<file path="src/rtl/sle_pkg.sv">
// Shared encodings for the SLE register-bank arbiter: FSM states and operation codes.
package sle_pkg;

  typedef enum logic [1:0] {
    IDLE = 2'd0,
    XFER = 2'd1,
    ACK  = 2'd2
  } state_t;

  localparam logic OP_WRITE = 1'b0;
  localparam logic OP_SLOAD = 1'b1;

endpackage

</file>
<file path="src/rtl/sle_reg_arbiter_if.sv">
// Requester/bank bus of the SLE register arbiter; master = requester side, slave = arbiter.
interface sle_reg_arbiter_if #(
  parameter int WIDTH = 8,
  parameter int CNT_W = 8
);
  logic             REQ0;
  logic             OP0;
  logic [WIDTH-1:0] D0;
  logic             REQ1;
  logic             OP1;
  logic [WIDTH-1:0] D1;
  logic             GNT0;
  logic             GNT1;
  logic             ACK0;
  logic             ACK1;
  logic [WIDTH-1:0] Q;
  logic             BUSY;
  logic [CNT_W-1:0] XFER_CNT;

  modport master (
    output REQ0, OP0, D0, REQ1, OP1, D1,
    input  GNT0, GNT1, ACK0, ACK1, Q, BUSY, XFER_CNT
  );

  modport slave (
    input  REQ0, OP0, D0, REQ1, OP1, D1,
    output GNT0, GNT1, ACK0, ACK1, Q, BUSY, XFER_CNT
  );
endinterface

</file>
<file path="src/rtl/sle_word.sv">
// WIDTH-bit SLE-style register: async clear, enable, active-low synchronous load of SD_VAL.
module sle_word #(
  parameter int WIDTH  = 8,
  parameter bit SD_VAL = 1'b0
) (
  input  logic             CLK,
  input  logic             RST,
  input  logic             EN,
  input  logic             SLn,
  input  logic [WIDTH-1:0] D,
  output logic [WIDTH-1:0] Q
);
  logic [WIDTH-1:0] r_q;
  logic [WIDTH-1:0] w_next;

  genvar gi;
  generate
    for (gi = 0; gi < WIDTH; gi++) begin : g_bit
      assign w_next[gi] = SLn ? D[gi] : SD_VAL;
    end
  endgenerate

  always_ff @(posedge CLK or posedge RST) begin
    if (RST) begin
      r_q <= '0;
    end else if (EN) begin
      r_q <= w_next;
    end
  end

  assign Q = r_q;
endmodule

</file>
<file path="src/rtl/sle_reg_arbiter.sv">
// Two-requester arbiter sequencing writes/sync-loads into one shared SLE register bank.
// Macro SLE_ARB_ROUND_ROBIN_EN selects round-robin; undefined gives fixed priority to requester 0.
module sle_reg_arbiter
  import sle_pkg::*;
#(
  parameter int WIDTH  = 8,
  parameter bit SD_VAL = 1'b0,
  parameter int CNT_W  = 8
) (
  input logic              CLK,
  input logic              RST,
  sle_reg_arbiter_if.slave bus
);
  state_t           r_state;
  logic             r_sel;
  logic             r_gnt0;
  logic             r_gnt1;
  logic             r_ack0;
  logic             r_ack1;
  logic             r_busy;
  logic [CNT_W-1:0] r_cnt;

  logic             w_win;
  logic             w_op;
  logic             w_en;
  logic             w_sln;
  logic [WIDTH-1:0] w_d;
  logic [WIDTH-1:0] w_q;

`ifdef SLE_ARB_ROUND_ROBIN_EN
  logic r_last;
  // Contention goes to whoever did not win last; a lone request always wins.
  assign w_win = (bus.REQ0 && bus.REQ1) ? ~r_last : bus.REQ1;
`else
  assign w_win = ~bus.REQ0;
`endif

  always_ff @(posedge CLK or posedge RST) begin
    if (RST) begin
      r_state <= IDLE;
      r_sel   <= 1'b0;
      r_gnt0  <= 1'b0;
      r_gnt1  <= 1'b0;
      r_ack0  <= 1'b0;
      r_ack1  <= 1'b0;
      r_busy  <= 1'b0;
      r_cnt   <= '0;
`ifdef SLE_ARB_ROUND_ROBIN_EN
      r_last  <= 1'b1;
`endif
    end else begin
      case (r_state)
        IDLE: begin
          if (bus.REQ0 || bus.REQ1) begin
            r_sel   <= w_win;
            r_gnt0  <= ~w_win;
            r_gnt1  <= w_win;
            r_busy  <= 1'b1;
            r_state <= XFER;
          end
        end
        XFER: begin
          r_gnt0  <= 1'b0;
          r_gnt1  <= 1'b0;
          r_ack0  <= ~r_sel;
          r_ack1  <= r_sel;
          r_cnt   <= r_cnt + 1'b1;
          r_state <= ACK;
        end
        ACK: begin
          r_ack0  <= 1'b0;
          r_ack1  <= 1'b0;
          r_busy  <= 1'b0;
`ifdef SLE_ARB_ROUND_ROBIN_EN
          r_last  <= r_sel;
`endif
          r_state <= IDLE;
        end
        default: begin
          r_gnt0  <= 1'b0;
          r_gnt1  <= 1'b0;
          r_ack0  <= 1'b0;
          r_ack1  <= 1'b0;
          r_busy  <= 1'b0;
          r_state <= IDLE;
        end
      endcase
    end
  end

  // The bank only moves on the edge that ends XFER, using the winner's live inputs.
  assign w_en  = (r_state == XFER);
  assign w_op  = r_sel ? bus.OP1 : bus.OP0;
  assign w_sln = ~w_en | (w_op == OP_WRITE);
  assign w_d   = r_sel ? bus.D1 : bus.D0;

  sle_word #(
    .WIDTH (WIDTH),
    .SD_VAL(SD_VAL)
  ) u_word (
    .CLK(CLK),
    .RST(RST),
    .EN (w_en),
    .SLn(w_sln),
    .D  (w_d),
    .Q  (w_q)
  );

  assign bus.Q        = w_q;
  assign bus.GNT0     = r_gnt0;
  assign bus.GNT1     = r_gnt1;
  assign bus.ACK0     = r_ack0;
  assign bus.ACK1     = r_ack1;
  assign bus.BUSY     = r_busy;
  assign bus.XFER_CNT = r_cnt;
endmodule

</file>
<file path="src/flat_wrapper.sv">
// flat-port wrapper written by rule: the top's interface ports become plain ports
module sle_reg_arbiter_flat import sle_pkg::*;
#(
  parameter int WIDTH  = 8,
  parameter bit SD_VAL = 1'b0,
  parameter int CNT_W  = 8
)
  (CLK, RST, bus_REQ0, bus_OP0, bus_D0, bus_REQ1, bus_OP1, bus_D1, bus_GNT0, bus_GNT1, bus_ACK0, bus_ACK1, bus_Q, bus_BUSY, bus_XFER_CNT);
  sle_reg_arbiter_if #(.WIDTH(WIDTH), .CNT_W(CNT_W)) bus_i ();
  input logic CLK;
  input logic RST;
  input wire logic [$bits(bus_i.REQ0)-1:0] bus_REQ0;
  input wire logic [$bits(bus_i.OP0)-1:0] bus_OP0;
  input wire logic [$bits(bus_i.D0)-1:0] bus_D0;
  input wire logic [$bits(bus_i.REQ1)-1:0] bus_REQ1;
  input wire logic [$bits(bus_i.OP1)-1:0] bus_OP1;
  input wire logic [$bits(bus_i.D1)-1:0] bus_D1;
  output wire logic [$bits(bus_i.GNT0)-1:0] bus_GNT0;
  output wire logic [$bits(bus_i.GNT1)-1:0] bus_GNT1;
  output wire logic [$bits(bus_i.ACK0)-1:0] bus_ACK0;
  output wire logic [$bits(bus_i.ACK1)-1:0] bus_ACK1;
  output wire logic [$bits(bus_i.Q)-1:0] bus_Q;
  output wire logic [$bits(bus_i.BUSY)-1:0] bus_BUSY;
  output wire logic [$bits(bus_i.XFER_CNT)-1:0] bus_XFER_CNT;
  assign bus_i.REQ0 = bus_REQ0;
  assign bus_i.OP0 = bus_OP0;
  assign bus_i.D0 = bus_D0;
  assign bus_i.REQ1 = bus_REQ1;
  assign bus_i.OP1 = bus_OP1;
  assign bus_i.D1 = bus_D1;
  assign bus_GNT0 = bus_i.GNT0;
  assign bus_GNT1 = bus_i.GNT1;
  assign bus_ACK0 = bus_i.ACK0;
  assign bus_ACK1 = bus_i.ACK1;
  assign bus_Q = bus_i.Q;
  assign bus_BUSY = bus_i.BUSY;
  assign bus_XFER_CNT = bus_i.XFER_CNT;
  sle_reg_arbiter #(.WIDTH(WIDTH), .SD_VAL(SD_VAL), .CNT_W(CNT_W)) u_core (.CLK(CLK), .RST(RST), .bus(bus_i));
endmodule
</file>
<file path="config.mk">
export PLATFORM = sky130hd
export DESIGN_NAME = sle_reg_arbiter_flat
export DESIGN_NICKNAME = d
export VERILOG_FILES = /design/src/rtl/sle_pkg.sv /design/src/rtl/sle_reg_arbiter_if.sv /design/src/rtl/sle_word.sv /design/src/rtl/sle_reg_arbiter.sv /design/src/flat_wrapper.sv
export SDC_FILE = /design/constraint.sdc
export NUM_CORES = 1
export LEC_CHECK = 0
export CAP_MARGIN = 40
export CORE_UTILIZATION = 50
export DETAILED_ROUTE_END_ITERATION = 6
export DONT_BUFFER_PORTS = 1
export HOLD_SLACK_MARGIN = 0.03
export SLEW_MARGIN = 30
export SYNTH_ARGS = -nofsm -noshare
export SYNTH_HDL_FRONTEND = slang
export SYNTH_SLANG_ARGS = --single-unit
</file>
<file path="constraint.sdc">
create_clock -name CLK -period 2.28 [get_ports CLK]
set_clock_uncertainty 0.15 [all_clocks]
set_input_delay 0.342 -clock CLK [delete_from_list [all_inputs] [get_ports CLK]]
set_output_delay 0.342 -clock CLK [all_outputs]
set_load 0.005 [all_outputs]
</file>
==> flow_summary.toml <==
[worst_setup_path]
cp.arrival_ps = 1450
crit_fanout = 14
cp_slowest_stage_delay_ps = 550
reg2reg_slack_ps = 890
startpoint = "u_core.r_state[0]$_DFFE_PP0P_"
crit_chain = "nand2b_4 -> inv_4 -> nand4_2 -> xnor2_1"
worstSetupEndpoint = "u_core.bus.XFER_CNT[4]$_DFFE_PP0P_"
timing.rr.start = "u_core.r_state[0]$_DFFE_PP0P_"
rr_worst_depth = 4
cp-start-kind = "flop"
timing_worst_setup_path_type = "reg2reg"
required_ps = 2330
crit_slowest_cell = "dfrtp_1"
r2r-end = "u_core.bus.XFER_CNT[4]$_DFFE_PP0P_"
crit_path_end_kind = "flop"

[placed_design]
pre_cts_ws_ps = 896
gp_congestion = 0.716
dpl_cell_area_um2 = 1110
dp_hpwl_mm = 1.34
io_buffer_count = 0

[clock_network]
cts_buffers = 3
cts_tree = "done"
insertion_delay_ps = 300
cts_setup_buffers = 0
clk_pin_slew_ps = 130
h-tree-depth = 1
cts_max_path_buffers = 2
clkSinkCount = 24
clockRootBuffer = "clkbuf_4"
hold_buffers = 2
cts_resized = 0

[sta]
slew_viol_final = 0
worstMarginPinSlew_ps = 312
finalSetupViolCount = 0
rsz0062_at_grt = "no"
relSlewSlack_pct = 79.2
hold_viol = 0
worst_slack_ps = 885
min_period_over_period_pct = 61.2
timing.final.crit_period_ps = 1390
max_freq_ghz = 0.717
timing.setup.tns_ps = 0

[synth]
synth_nets = 118
seq_area_frac_synth_pct = 55.2
syn_area_um2 = 1090
synth_seq_cells = 24
synth_warnings = 0
synth_cell_types = 25
synthCells = 95
synth_area_per_cell_um2 = 11.4

[worst_hold_path]
hold_start = "bus_REQ1"
hold_path.class = "in2reg"

[route]
vias = 688
via_per_inst = 5.42
drc = 0
wl_per_cell_um = 14.3
ant_nets = 0
drt_iter0_markers = 4
routed_wirelength_mm = 1.81
drtPass1Iterations = 3

[pwr]
ir_worst_vdd_mv = 0.797
p_leak_nw = 0.569
cellPowerDensity_nw_per_um2 = 1260
p_total_w = 0.00147

[grt]
first_global_vias = 627
grt_pass1_wl_mm = 2.95
antenna_found_initial = 0
grt_usage_pct = 16.6
grt_max_degree = 18
gr-total-overflow = 0

[job]
cap_violations = 0

[finish]
final_nets = 124
diodes = 0
syn_to_final_growth_pct = 7.25
layout-drive-gt1-share_pct = 15.0
final_cell_area_um2 = 1170
fillers = 179

[floorplan]
rows = 16
die_w_um = 48.6
die-area_um2 = 2360
ios = 43
core-area_um2 = 2000
initial_core_util_pct = 54.3
die_h_um = 48.6

[outcome]
status = "finished, final reports clean"
-- cell usage in the layout (no fill, tap or decap) --
master and n:
nand4_2 2, dlygate4sd3_1 2, a211oi_1 1, ha_1 1, nand2_1 13, and2b_1 1
nand2b_4 1, nor2_1 7, nand2_4 1, buf_4 2, xnor2_1 4, xor2_1 3
clkbuf_4 3, and3_1 1, nand4_1 1, nand2b_1 1, o21ai_1 8, inv_1 3
nor3_1 1, dfrtp_1 24, nor3_2 2, clkbuf_8 1, mux2i_1 11, o21ba_2 1
a21oi_1 3, nand3_2 1, inv_4 1
-- worst min-delay path by stage --
| stage | end | slack, ps | depth (start not counted) |
|---|---|---|---|
| final | u_core.bus.GNT1$_DFFE_PP0P_ | 50 | 2 |
| after global routing | u_core.r_sel$_DFFE_PP0P_ | 40 | 2 |
| after CTS | u_core.bus.GNT1$_DFFE_PP0P_ | 40 | 2 |
| after detailed placement | u_core.bus.XFER_CNT[7]$_DFFE_PP0P_ | 50 | 1 |
| after global placement | u_core.bus.XFER_CNT[7]$_DFFE_PP0P_ | 40 | 1 |
| after floorplan | u_core.bus.ACK0$_DFFE_PP0P_ | 210 | 1 |
-- logic make-up after synthesis --
logic type / count (synthesis) / share of synthesized area [%]
AND/OR/NAND/NOR: 32 / 17.1
flip-flops: 24 / 55.2
AO/OA/AOI/OAI: 13 / 6.67
multiplexers: 11 / 10.1
XOR/XNOR: 7 / 5.64
buffers and inverters: 7 / 4.03
adder cells (fa/ha/maj): 1 / 1.15
-- registers in the layout, indices dropped and copies added, names as in the netlist --
name,cells
u_core.bus.BUSY,1
u_core.bus.ACK1,1
u_core.r_state,2
u_core.bus.GNT0,1
u_core.bus.ACK0,1
u_core.bus.XFER_CNT,8
u_core.u_word.Q,8
u_core.bus.GNT1,1
u_core.r_sel,1
-- report_power, final --
part	internal, W	total [W]	leakage, nW	switching (W)
registers	0.000587	0.000779	0.308	0.000192
clock network	0.0000974	0.000221	0.0210	0.000123
logic	0.000217	0.000469	0.240	0.000252
total	0.000901	0.00147	0.569	0.000568
-- cell type report --
cell class,instances,area (um^2),share of cell area [%]
Sequential cell,24,601,51.5
Inverter,4,17.5,1.50
Clock buffer,4,36.3,3.11
Multi-Input combinational cell,64,443,38.0
Timing Repair Buffer,4,35.0,3.00
Tap cell,27,33.8,2.90
-- Yosys cell counts --
master    count  share of area, %
a211oi_1      1              0.69
a21oi_1       3               1.4
and2b_1       1              0.69
and3_1        1              0.58
buf_4         2               1.4
buf_6         1               1.0
dfrtp_1      24                55
ha_1          1               1.2
inv_1         3               1.0
inv_4         1              0.58
mux2i_1      11                10
nand2_1      13               4.5
nand2_4       1               1.0
nand2b_1      1              0.58
nand2b_4      1               1.3
nand3_2       1              0.92
nand4_1       1              0.58
nand4_2       2               2.3
nor2_1        7               2.4
nor3_1        1              0.46
nor3_2        2               1.8
o21ai_1       8               3.7
o21ba_2       1              0.92
xnor2_1       4               3.2
xor2_1        3               2.4
-- routing by layer --
| layer | vias to the layer above | part of all wire [%] | GRT usage (%) |
|---|---|---|---|
| met3 | 2 | 8.5 | 4.72 |
| met5 | - | 0 | 0 |
| li1 | 331 | - | - |
| met1 | 321 | 46 | 23.0 |
| met4 | 0 | 0.66 | 8.82 |
| met2 | 34 | 45 | 23.4 |
-- through the flow --
step | instances | hold slack (ps) | utilization [%]
after floorplan | 95 | 207 | -
after global placement | 121 | 37.7 | 55.4
after detailed placement | 121 | 50.2 | 55.4
after CTS | 127 | 44.9 | 58.3
after global routing | 127 | 36.2 | 58.3
final | 127 | 52.2 | 58.3
-- worst max-delay path: cells and delay by family, from the launching register on --
family        cells  cell delay, ps
xor+xnor          1             140
buf+inv           1             140
simple gates      2             310
flops             1             550
No activity file was read; power rests on OpenSTA's default activity.
